## src/rtl/chronologic.sv

```systemverilog
// chronologic: on-chip temporal-implication monitor.
// Every edge that samples a=1 while en=1 opens an obligation. The obligation
// requires b=1 exactly DELAY edges later. When an obligation matures, the block
// emits a one-cycle pass or fail pulse, updates saturating counters, and
// captures the trigger index of the first failure.
//
// Parameters:
//   DELAY  edges between trigger sample and response sample (1..64)
//   CNT_W  width of counters and of the cycle index
// Ports:
//   clk               rising-edge clock
//   rst_n             asynchronous active-low reset
//   en                allows new obligations to start
//   clr               synchronous clear of all state (wins over a trigger)
//   a, b              trigger and response
//   pass, fail        one-cycle result pulses for a matured obligation
//   pass_cnt          saturating count of passes
//   fail_cnt          saturating count of failures
//   cycle_idx         index of the next edge (wraps)
//   err_sticky        set by the first failure
//   first_fail_valid  first_fail_cycle is meaningful
//   first_fail_cycle  trigger-edge index of the first failing obligation
//   busy              at least one obligation is pending
module chronologic #(
  parameter int DELAY = 8,
  parameter int CNT_W = 16
) (
  input  logic             clk,
  input  logic             rst_n,
  input  logic             en,
  input  logic             clr,
  input  logic             a,
  input  logic             b,
  output logic             pass,
  output logic             fail,
  output logic [CNT_W-1:0] pass_cnt,
  output logic [CNT_W-1:0] fail_cnt,
  output logic [CNT_W-1:0] cycle_idx,
  output logic             err_sticky,
  output logic             first_fail_valid,
  output logic [CNT_W-1:0] first_fail_cycle,
  output logic             busy
);

  localparam logic [CNT_W-1:0] CNT_MAX = '1;
  localparam logic [CNT_W-1:0] DELAY_W = CNT_W'(DELAY);

  logic [DELAY-1:0] pend;
  logic [DELAY-1:0] pend_next;
  logic             matured;
  logic             hit;
  logic             miss;

  // Each bit of pend is one outstanding obligation, aged by its position. The
  // shift-left form also covers DELAY=1, where no slice of pend would exist.
  always_comb begin
    pend_next = (pend << 1) | DELAY'(en & a);
    matured   = pend[DELAY-1];
    hit       = matured & b;
    miss      = matured & ~b;
  end

  // The oldest obligation is judged against b at the same edge that would
  // shift it out. cycle_idx still holds the index of this edge, so subtracting
  // DELAY gives the trigger index of the failing obligation.
  always_ff @(posedge clk or negedge rst_n) begin
    if (!rst_n) begin
      pend             <= '0;
      busy             <= 1'b0;
      pass             <= 1'b0;
      fail             <= 1'b0;
      pass_cnt         <= '0;
      fail_cnt         <= '0;
      cycle_idx        <= '0;
      err_sticky       <= 1'b0;
      first_fail_valid <= 1'b0;
      first_fail_cycle <= '0;
    end else if (clr) begin
      pend             <= '0;
      busy             <= 1'b0;
      pass             <= 1'b0;
      fail             <= 1'b0;
      pass_cnt         <= '0;
      fail_cnt         <= '0;
      cycle_idx        <= '0;
      err_sticky       <= 1'b0;
      first_fail_valid <= 1'b0;
      first_fail_cycle <= '0;
    end else begin
      pend      <= pend_next;
      busy      <= |pend_next;
      cycle_idx <= cycle_idx + CNT_W'(1);
      pass      <= hit;
      fail      <= miss;
      if (hit && (pass_cnt != CNT_MAX)) begin
        pass_cnt <= pass_cnt + CNT_W'(1);
      end
      if (miss) begin
        if (fail_cnt != CNT_MAX) begin
          fail_cnt <= fail_cnt + CNT_W'(1);
        end
        err_sticky <= 1'b1;
        if (!first_fail_valid) begin
          first_fail_valid <= 1'b1;
          first_fail_cycle <= cycle_idx - DELAY_W;
        end
      end
    end
  end

endmodule

```

## config.mk

```make
export PLATFORM = sky130hd
export DESIGN_NAME = chronologic
export DESIGN_NICKNAME = d
export VERILOG_FILES = /design/src/rtl/chronologic.sv
export SDC_FILE = /design/constraint.sdc
export NUM_CORES = 1
export LEC_CHECK = 0
export ABC_AREA = 1
export CAP_MARGIN = 20
export CORE_ASPECT_RATIO = 1.1
export CORE_MARGIN = 5
export CORE_UTILIZATION = 47
export CTS_CLUSTER_SIZE = 24
export DETAILED_ROUTE_END_ITERATION = 6
export MAX_ROUTING_LAYER = met4
export PLACE_DENSITY_LB_ADDON = 0.1
export SLEW_MARGIN = 20
export SYNTH_ARGS = -nofsm -noshare
export SYNTH_HDL_FRONTEND = slang
export SYNTH_SLANG_ARGS = --single-unit
```

## constraint.sdc

```tcl
create_clock -name clk -period 1.4 [get_ports clk]
set_input_delay 0.28 -clock clk [delete_from_list [all_inputs] [get_ports clk]]
set_output_delay 0.28 -clock clk [all_outputs]
set_load 0.1 [all_outputs]
```

==> out/qor.csv <==
stage;metric;value;unit
die;core_area;8496;um^2
detailed_routing;dr.pass1.iters;5;
global_routing;grt_max_degree;30;
global_routing;grt_pass1_wl;23360;um
critical_path;critical_path_class;reg -> reg;
clocking;h-tree-depth;3;
critical_path;path_cells;buf_6 > ha_4 > nand2_4 > nor2_4 > nand3_4 > o21ai_4 > buf_4 > nand2_1 > nand2_1;
critical_path;crit_arrival;1910;ps
run_status;failed_checks;negative setup slack;
die;io-pin-count;75;
clocking;clock_latency;380;ps
global_routing;groute.usage.overall;27.94;%
run_status;outcome;finished, violations left;
critical_path;crit_required;1710;ps
clocking;clkSinkCount;76;
critical_path;critical_path.max_fanout;4;
global_routing;first_global_vias;4816;
detailed_routing;viasPerCell;5.983;
sta;setup_ws;-204.9;ps
logic_synthesis;synthDominantAreaCellType;dfrtp_1;
place;finalWeightedCongestion;0.8828;
logic_synthesis;synthCells;541;
run;cap_violations;0;
sta;slew-limit-headroom;71.07;%
sta;finClkSkew;15.90;ps
sta;setup_tns;-7630;ps
place;portBuffers;74;
logic_synthesis;synth.distinct_cells;31;
detailed_routing;ant_nets;0;
finish;fin_nets;758;
logic_synthesis;synth_common_cells;nand2_1 (130), dfrtp_1 (76), nor2_1 (76), inv_1 (60), nand3_1 (37);
sta;drv_slew;0;
logic_synthesis;synth_fa_ha_area_share;1.517;%
critical_path;crit_path_frequent_cell;nand2_1;
sta;period_share;114.6;%
logic_synthesis;synth-simple-area-share;30.20;%
critical_path;cp_top_family;flip-flops;
critical_path;critPathSlowestCell;dfrtp_4;
critical_path;start_kind;register;
logic_synthesis;synth.area.mux_share;0;%
sta;fmax;623.1;MHz
detailed_routing;drc;0;
logic_synthesis;yosysMostFrequentCell;nand2_1;
logic_synthesis;syn_area_per_cell;7.621;um^2
power;powerDensity;605.5;nW/um^2
sta;worst_pin_slew;430.6;ps
clocking;path_clk_slew;100;ps
logic_synthesis;synth_compound_area_share;10.44;%
sta;rsz0062_at_grt;true;
place;dpl_worst_slack;-422.9;ps
global_routing;grt_overflow;0;
die;die_h;108.2;um
place;place_hpwl;8911;um
critical_path;worst-path-buf-inv;2;
detailed_routing;wire_per_inst;20.63;um
detailed_routing;drt_wl_total;17800;um
finish;antenna_cells;0;
clocking;cts_tree;yes;
logic_synthesis;ys_dominant_reg_cell;dfrtp_1;
detailed_routing;drt_iter0_drc;507;
sta;fin_crit;1605;ps
clocking;clk_path_buf_depth;2;
sta;whs;349.6;ps
finish;area_growth;85.37;%
sta;hold_viol_final;0;
die;num_rows;35;
die;start_util;48.53;%
logic_synthesis;ys_warn_count;0;
logic_synthesis;synth-seq-cells;76;
finish;fillers;316;
logic_synthesis;syn_area;4123;um^2
critical_path;critPathMaxStageDelay;450;ps
finish;drive_gt1_share;51.33;%
clocking;clockRootBuffer;clkbuf_8;
min_path;hold_class;in -> async;
logic_synthesis;ys_seq_area_share;46.13;%
logic_synthesis;synth_top_family_by_area;simple AND/OR/NAND/NOR gates;
clocking;cts-buffers-inserted;9;
die;die_w;99.30;um
global_routing;grt_antenna_before_repair;0;
logic_synthesis;synth_area_leaders;dfrtp_1 (46%), nand2_1 (12%), nor2_1 (6.9%);
power;irDropWorstVdd;0.0005754;V
logic_synthesis;synth_edf_count;0;
logic_synthesis;yosysTopAreaCellShare;46.13;%
die;dieArea;10750;um^2
sta;setup_violations;75;
power;p_leak;3.331;nW
detailed_routing;num_vias;5163;
logic_synthesis;synth-xor-area-share;3.399;%
critical_path;cp-end-kind;register;
logic_synthesis;synth-async-reset-ratio;100.0;%
logic_synthesis;synth_nets;552;
[sequential cells by signal (all words and copies together) (netlist names)]
| name | cells |
|---|---|
| fail | 1 |
| pass_cnt | 16 |
| fail_cnt | 16 |
| first_fail_cycle | 16 |
| pend | 8 |
| pass | 1 |
| busy | 1 |
| cycle_idx | 16 |
| first_fail_valid | 1 |
[path summary, 6_finish.rpt]
path | startpoint | end | slack (ps) | depth (start not counted)
worst max register to register | fail_cnt[0]$_DFFE_PN0P_ | fail_cnt[7]$_DFFE_PN0P_ | -200 | 9
worst min-delay path | rst_n | first_fail_cycle[14]$_DFFE_PN0P_ | 350 | 2
worst max-delay path | fail_cnt[0]$_DFFE_PN0P_ | fail_cnt[7]$_DFFE_PN0P_ | -200 | 9
worst min register to register | pend[0]$_DFF_PN0_ | pend[1]$_DFF_PN0_ | 490 | 2
min in group clk | a | pend[0]$_DFF_PN0_ | 450 | 3
max in group asynchronous | rst_n | pass_cnt[8]$_DFFE_PN0P_ | 520 | 3
[power by group]
part           leakage, nW  switching, mW  internal, mW  total (mW)
clock network       0.0844           1.00         0.671        1.67
registers            0.965         0.0426          2.23        2.27
logic                 2.28          0.416         0.269       0.685
[worst register-to-register path, cell delays in order, from the launching register on]
cell,delay [ps]
dfrtp_4,450
buf_6,100
ha_4,140
nand2_4,60
nor2_4,120
nand3_4,110
o21ai_4,240
buf_4,190
nand2_1,60
nand2_1,70
[kinds of logic after synthesis]
family                   Yosys count
AO/OA/AOI/OAI                     75
XOR/XNOR                          16
adder cells (fa/ha/maj)            5
buffers and inverters             81
flip-flops                        76
AND/OR/NAND/NOR                  288
[cells in the final DEF, fill, tap and decap left out, drive strengths merged, types with 4 or more instances in the layout]
cell             n
nand3           37
o22ai            7
ha               5
o21bai           6
a21oi           11
clkinvlp         4
inv             64
nand2          136
buf            207
dfrtp           76
xor2            15
nor2            83
clkdlybuf4s50    4
clkbuf           9
o21ai           44
nor3            13
a31oi            4
nand4           18
[what timing repair did]
action | 4_1_cts | 5_1_grt
gates resized for setup | 58 | 84
setup endpoints to repair | 65 | 81
hold endpoints to repair | 20 | 0
gates cloned | 2 | 1
hold buffers | 1 | 0
pin swaps | 12 | 33
buffers inserted | 48 | 20
[layer usage]
layer	track usage (%)	up-vias	wire length, um
li1	-	2171	-
met1	32.08	2454	6338
met2	48.27	410	8869
met3	4.968	128	1526
met4	11.51	0	1066
met5	-	-	0
[per-stage QoR]
stage | util (%) | std cells | cell area (um^2) | total power, mW
finish | 89.96 | 863 | 7642 | 4.628
global route | 89.96 | 863 | 7642 | 4.764
CTS | 84.89 | 844 | 7212 | 4.525
detailed placement | 76.11 | 782 | 6466 | 2.868
global placement | 76.11 | 782 | 6466 | 2.854
floorplan | - | 541 | 4462 | 2.601
[layout make-up]
type	count	area, um^2	share of cell area [%]
clock buffer	9	123.9	1.621
clock inverter	7	60.06	0.7859
inverter	63	249.0	3.258
multi-input combinational	385	2356	30.83
sequential	76	2037	26.65
tap	111	138.9	1.817
timing repair buffer	212	2678	35.04
Note: power is estimated with default switching activity, not from simulation.
